==> src/rtl/csr_cnt_pkg.sv <==
// Shared constants for the counter/CSR unit: address map, CSR op encoding,
// counter index layout and the mcountinhibit implemented-bit mask.
package csr_cnt_pkg;

    typedef enum logic [1:0] {
        CSR_READ  = 2'b00,
        CSR_WRITE = 2'b01,
        CSR_SET   = 2'b10,
        CSR_CLEAR = 2'b11
    } csr_op_e;

    localparam logic [11:0] ADDR_CYCLE         = 12'hC00;
    localparam logic [11:0] ADDR_MCYCLE        = 12'hB00;
    localparam logic [11:0] ADDR_MCOUNTINHIBIT = 12'h320;
    localparam logic [11:0] ADDR_MCOUNTEROVF   = 12'h7C0;

    localparam int IDX_CY       = 0;
    localparam int IDX_IR       = 2;
    localparam int IDX_HPM_BASE = 3;

    // Slice i holds cycle (0), instret (1) or HPM i-2; its inhibit bit skips
    // the unimplemented time slot.
    function automatic int slice_inh_bit(input int i);
        return (i == 0) ? IDX_CY : i + 1;
    endfunction

    function automatic logic [31:0] inhibit_mask(input int num_hpm);
        logic [31:0] m;
        m = '0;
        m[IDX_CY] = 1'b1;
        m[IDX_IR] = 1'b1;
        for (int k = 0; k < num_hpm; k++) m[IDX_HPM_BASE + k] = 1'b1;
        return m;
    endfunction

endpackage

==> src/rtl/cnt_slice.sv <==
// One CNT_WIDTH-bit counter: half-word writes override the increment, and
// ovf_pulse flags a carry out of an increment that actually commits.
module cnt_slice
    import csr_cnt_pkg::*;
#(
    parameter int CNT_WIDTH = 64,
    parameter int INC_WIDTH = 1
) (
    input  logic                 clk,
    input  logic                 reset,
    input  logic [INC_WIDTH-1:0] inc,
    input  logic                 inhibit,
    input  logic                 wr_lo,
    input  logic                 wr_hi,
    input  logic [31:0]          wdata,
    output logic [CNT_WIDTH-1:0] value,
    output logic                 ovf_pulse
);

    logic [CNT_WIDTH:0] sum;
    logic               bump;
    logic               unused_wdata;

    assign sum          = {1'b0, value} + (CNT_WIDTH+1)'(inc);
    assign bump         = !inhibit && !wr_lo && !wr_hi;
    assign ovf_pulse    = !reset && bump && sum[CNT_WIDTH];
    // wdata bits above the implemented high half are dropped on purpose
    assign unused_wdata = ^wdata;

    always_ff @(posedge clk) begin
        if (reset)
            value <= '0;
        else if (wr_lo)
            value[31:0] <= wdata;
        else if (wr_hi)
            value[CNT_WIDTH-1:32] <= wdata[CNT_WIDTH-33:0];
        else if (!inhibit)
            value <= sum[CNT_WIDTH-1:0];
    end

endmodule

==> src/rtl/csr_counters.sv <==
// Counter/CSR unit: combinational CSR decode and read mux, mcountinhibit and
// sticky overflow registers, plus one cnt_slice per architectural counter.
module csr_counters
    import csr_cnt_pkg::*;
#(
    parameter int NUM_HPM      = 4,
    parameter int CNT_WIDTH    = 64,
    parameter int RETIRE_WIDTH = 1
) (
    input  logic                                    clk,
    input  logic                                    reset,
    input  logic [$clog2(RETIRE_WIDTH+1)-1:0]       retire_cnt,
    input  logic [((NUM_HPM > 0) ? NUM_HPM : 1)-1:0] hpm_event,
    input  logic                                    csr_valid,
    input  logic [11:0]                             csr_addr,
    input  logic [1:0]                              csr_op,
    input  logic [31:0]                             csr_wdata,
    output logic [31:0]                             csr_rdata,
    output logic                                    csr_hit,
    output logic                                    csr_illegal,
    output logic [NUM_HPM+1:0]                      ovf
);

    localparam int          NCNT     = 2 + NUM_HPM;
    localparam int          INC_W    = $clog2(RETIRE_WIDTH+1);
    localparam logic [31:0] INH_MASK = inhibit_mask(NUM_HPM);

    logic [NCNT-1:0][CNT_WIDTH-1:0] cnt_val;
    logic [NCNT-1:0][INC_W-1:0]     cnt_inc;
    logic [NCNT-1:0]                cnt_inh;
    logic [NCNT-1:0]                cnt_wr_lo;
    logic [NCNT-1:0]                cnt_wr_hi;
    logic [NCNT-1:0]                cnt_ovf;
    logic [31:0]                    mcountinhibit;

    logic        is_user, is_mach, is_hi;
    logic        ctr_hit, inh_hit, ovf_hit, hit;
    logic [4:0]  off, ctr_idx;
    logic [63:0] ext;
    logic [31:0] old, wval;
    logic        wr_en, do_wr;
    logic        unused_hpm;

    assign unused_hpm = ^hpm_event;

    // Address decode and pre-edge read value
    always_comb begin
        is_user = csr_addr[11:8] == ADDR_CYCLE[11:8];
        is_mach = csr_addr[11:8] == ADDR_MCYCLE[11:8];
        is_hi   = csr_addr[7];
        off     = csr_addr[4:0];
        ctr_hit = 1'b0;
        ctr_idx = '0;
        if ((is_user || is_mach) && csr_addr[6:5] == 2'b00) begin
            if (int'(off) == IDX_CY) begin
                ctr_hit = 1'b1;
            end else if (int'(off) >= IDX_IR && int'(off) < IDX_HPM_BASE + NUM_HPM) begin
                // instret and HPM counters pack densely after cycle
                ctr_hit = 1'b1;
                ctr_idx = off - 5'd1;
            end
        end
        inh_hit = csr_addr == ADDR_MCOUNTINHIBIT;
        ovf_hit = csr_addr == ADDR_MCOUNTEROVF;
        hit     = ctr_hit || inh_hit || ovf_hit;

        old = '0;
        ext = '0;
        for (int i = 0; i < NCNT; i++) begin
            if (ctr_hit && int'(ctr_idx) == i) begin
                ext = 64'(cnt_val[i]);
                old = is_hi ? ext[63:32] : ext[31:0];
            end
        end
        if (inh_hit) old = mcountinhibit;
        if (ovf_hit) old = 32'(ovf);
    end

    // Effective write: set/clear with a zero mask is a pure read
    always_comb begin
        wr_en = 1'b0;
        wval  = old;
        case (csr_op_e'(csr_op))
            CSR_WRITE: begin
                wr_en = 1'b1;
                wval  = csr_wdata;
            end
            CSR_SET: begin
                wr_en = |csr_wdata;
                wval  = old | csr_wdata;
            end
            CSR_CLEAR: begin
                wr_en = |csr_wdata;
                wval  = old & ~csr_wdata;
            end
            default: ;
        endcase
    end

    assign do_wr       = csr_valid && hit && wr_en && !(ctr_hit && is_user);
    assign csr_illegal = csr_valid && (!hit || (wr_en && ctr_hit && is_user));
    assign csr_hit     = csr_valid && hit;
    assign csr_rdata   = csr_valid ? old : 32'h0;

    always_comb begin
        cnt_inc   = '0;
        cnt_inh   = '0;
        cnt_wr_lo = '0;
        cnt_wr_hi = '0;
        cnt_inc[0] = INC_W'(1);
        cnt_inc[1] = retire_cnt;
        for (int k = 0; k < NUM_HPM; k++) cnt_inc[2+k] = INC_W'(hpm_event[k]);
        for (int i = 0; i < NCNT; i++) begin
            cnt_inh[i]   = mcountinhibit[slice_inh_bit(i)];
            cnt_wr_lo[i] = do_wr && ctr_hit && int'(ctr_idx) == i && !is_hi;
            cnt_wr_hi[i] = do_wr && ctr_hit && int'(ctr_idx) == i && is_hi;
        end
    end

    for (genvar i = 0; i < NCNT; i++) begin : g_cnt
        cnt_slice #(
            .CNT_WIDTH(CNT_WIDTH),
            .INC_WIDTH(INC_W)
        ) u_slice (
            .clk       (clk),
            .reset     (reset),
            .inc       (cnt_inc[i]),
            .inhibit   (cnt_inh[i]),
            .wr_lo     (cnt_wr_lo[i]),
            .wr_hi     (cnt_wr_hi[i]),
            .wdata     (wval),
            .value     (cnt_val[i]),
            .ovf_pulse (cnt_ovf[i])
        );
    end

    // Hardware overflow sets are OR'd in after a software write so they win
    always_ff @(posedge clk) begin
        if (reset) begin
            mcountinhibit <= '0;
            ovf           <= '0;
        end else begin
            if (do_wr && inh_hit)
                mcountinhibit <= wval & INH_MASK;
            if (do_wr && ovf_hit)
                ovf <= wval[NCNT-1:0] | cnt_ovf;
            else
                ovf <= ovf | cnt_ovf;
        end
    end

endmodule

==> config.mk <==
export PLATFORM = sky130hd
export DESIGN_NAME = csr_counters
export DESIGN_NICKNAME = d
export VERILOG_FILES = /design/src/rtl/csr_cnt_pkg.sv /design/src/rtl/cnt_slice.sv /design/src/rtl/csr_counters.sv
export SDC_FILE = /design/constraint.sdc
export NUM_CORES = 2
export LEC_CHECK = 0
export CELL_PAD_IN_SITES_DETAIL_PLACEMENT = 0
export CELL_PAD_IN_SITES_GLOBAL_PLACEMENT = 1
export CORE_MARGIN = 2
export CORE_UTILIZATION = 45
export DETAILED_ROUTE_END_ITERATION = 8
export GPL_ROUTABILITY_DRIVEN = 0
export PLACE_DENSITY = 0.81
export SLEW_MARGIN = 20
export SYNTH_ARGS = -nofsm -noshare
export SYNTH_HDL_FRONTEND = slang
export SYNTH_SLANG_ARGS = --single-unit
==> constraint.sdc <==
create_clock -name clk -period 4.85 [get_ports clk]
set_clock_uncertainty 0.05 [all_clocks]
set_input_delay 0.485 -clock clk [delete_from_list [all_inputs] [get_ports clk]]
set_output_delay 0.485 -clock clk [all_outputs]
set_load 0.02 [all_outputs]
==> flow_metrics.tcl <==
set metrics [dict create \
    timing.final.crit_share_pct 101 \
    regArea_mm2 0.00793 \
    slew_headroom_pct 15.6 \
    layout_common_cells "396 x dfxtp_1, 374 x nor2_1, 290 x nand2_1" \
    ys_types 96 \
    post-route-util_pct 53.3 \
    start_kind "input port" \
    holdPathStages 2 \
    synthFlopType "dfxtp_1" \
    htree_levels 2 \
    worstSkewPairLatency_ps 620 \
    syn2layout_area_growth_pct 17.4 \
    grt_pass1_vias 28600 \
    hold_path.class "in -> reg" \
    rrSetupSlack_ps 1160 \
    synthCells 3558 \
    die-area_mm2 0.0627 \
    slowest_delay_ps 620 \
    ys_async_sr_fraction_pct 0 \
    ant_nets 0 \
    placed_area_mm2 0.0303 \
    path_cells "clkdlybuf4s50_1 > inv_1 > buf_4 > ha_1 > or3_1 > and3_1 > nand2_1 > buf_4 > nor4_1 > a221oi_1 > o21ai_1 > and2_1 > clkdlybuf4s50_1" \
    rsz0062_at_grt "false" \
    num_io_pins 94 \
    die_w_um 250 \
    holdCritStartpoint "reset" \
    setup_ws_ps -60.9 \
    fp-row-count 90 \
    holdPathEnd "ovf[4]" \
    timing.fmax_mhz 204 \
    path_buf_inv 5 \
    crit_path_top_delay_cell "a221oi_1" \
    post-dp-hpwl_mm 99.0 \
    start_util_pct 45.4 \
    p_leak_uw 0.0112 \
    drc 189 \
    antenna_found_initial 11 \
    clock_sinks 396 \
    die_y_um 250 \
    critical_path_required_ps 4320 \
    drive_gt1_share_pct 13.0 \
    drt_iter0_markers 5281 \
    fin_crit_ps 4910 \
    maxCapViolCount 0 \
    grtUsageTotal_pct 41.5 \
    cp_top_family "buffers and inverters" \
    cts_hold_buf 0 \
    netlist_area_mm2 0.0273 \
    clockBufferDepth 3 \
    yosys_warnings 0 \
    violations "design-rule violations, negative setup slack" \
    multi_input_area_mm2 0.0185 \
    grt_max_degree 173 \
    fin_setup_tns_ps -75.0 \
    status "complete, but fails checks" \
    grt_overflow_total 0 \
    whs_ps 402 \
    fill_cells 5727 \
    cp_max_fo 10 \
    cts_root_buf "clkbuf_16" \
    cts_buffers 47 \
    r2r_start "g_cnt[4].u_slice.value[0]" \
    r2r_cells 11 \
    via_count 32200 \
    cts.clk_slew.worst_paths_ps 70 \
    power_density_mw_per_mm2 239 \
    synth.avg_cell_area_um2 7.67 \
    syn-num-nets 3626 \
    r2r_end "g_cnt[4].u_slice.value[40]" \
    startpoint "csr_addr[0]" \
    setup_viol 2 \
    core_mm2 0.0601 \
    avgRoutedWirePerCell_um 30.1 \
    synth_edf_count 0 \
    fin_nets 3749 \
    drtPass1Iterations 9 \
    layout_commonest_cell "dfxtp_1" \
    path_class "in -> out" \
    final-hold-violation-count 0 \
    grt_pass1_wl_mm 195 \
    portBuffers 93 \
    seq_area_frac_synth_pct 29.0 \
    design_area_mm2 0.0320 \
    routed_wl_mm 135 \
    avgViaCountPerCell 7.14 \
    synth_seq_cells 396 \
    ir_drop_mv 0.307 \
    endpoint_kind "primary output" \
    finalMaxSlewViolations 0 \
    cts_tree "built" \
    worstPathArrival_ps 4380 \
    worst_pin_slew_ps 1260 \
]
[where the power goes]
part | internal [µW] | switching, µW
Clock | 2020 | 1560
Sequential | 3260 | 15.0
Combinational | 243 | 554
[cell families after synthesis]
group	synth area share [%]
xor+xnor	5.26
mux	8.61
buf+inv	4.71
compound gates	26.0
fa+ha+maj	0.642
simple gates	25.8
flops	29.0
[stage by stage]
| step | setup slack (ps) | std cells | total power [µW] |
|---|---|---|---|
| after CTS | 0.238 | 4496 | 7600 |
| after detailed placement | -172 | 4411 | 4090 |
| final | -60.9 | 4506 | 7660 |
| after floorplan | 917 | 3558 | 3680 |
| after global routing | 3.34 | 4499 | 7790 |
| after global placement | -144 | 4411 | 4080 |
[cells in the mapped netlist, types with 58 or more instances]
cell / count / area share, %
buf_2: 70 / 1.3
xnor2_1: 103 / 3.3
a211oi_1: 232 / 6.4
clkbuf_1: 156 / 2.1
o22ai_1: 126 / 2.9
nor2_1: 379 / 5.2
a21oi_1: 242 / 4.4
nand2_1: 291 / 4.0
o21ai_0: 136 / 2.5
nand3_1: 202 / 3.7
mux2_2: 70 / 2.9
nand4_1: 105 / 2.4
inv_1: 58 / 0.80
and3_1: 92 / 2.1
nor3_1: 88 / 1.6
mux2i_1: 156 / 5.7
dfxtp_1: 396 / 29
xor2_1: 61 / 2.0
[registers in the layout, indices dropped and copies added, names as in the netlist]
signal,count
ovf,6
mcountinhibit,6
g_cnt.u_slice.value,384
[routing by layer]
| layer | GRT usage (%) | vias to the layer above | routed length (µm) |
|---|---|---|---|
| li1 | - | 13700 | - |
| met1 | 52.9 | 15200 | 50100 |
| met2 | 58.1 | 2609 | 53400 |
| met3 | 13.7 | 676 | 19400 |
| met4 | 30.1 | 12 | 12400 |
| met5 | 0.541 | - | 99 |
[what timing repair did]
action,in CTS,in global routing
setup buffers,0,3
hold endpoints to repair,0,0
resized for setup,1,38
endpoints found under the setup margin,1,30
pin swaps,0,4
[worst max-delay path by stage]
stage | to | slack [ps] | depth (start not counted)
3_5_place_dp | csr_rdata[13] | -170 | 14
2_1_floorplan | csr_rdata[2] | 920 | 12
5_1_grt | csr_rdata[22] | 3 | 12
6_report | csr_rdata[28] | -60 | 13
4_1_cts | csr_rdata[2] | 0.2 | 14
3_3_place_gp | csr_rdata[13] | -140 | 14
[cell type report]
| cell class | instances | area share (%) |
|---|---|---|
| Antenna cell | 7 | 0.0547 |
| Clock buffer | 74 | 4.45 |
| Clock inverter | 11 | 0.246 |
| Inverter | 60 | 0.703 |
| Multi-Input combinational cell | 2852 | 57.6 |
| Sequential cell | 396 | 24.7 |
| Tap cell | 782 | 3.05 |
| Timing Repair Buffer | 324 | 9.14 |
Power figures use the tool's default switching activity.
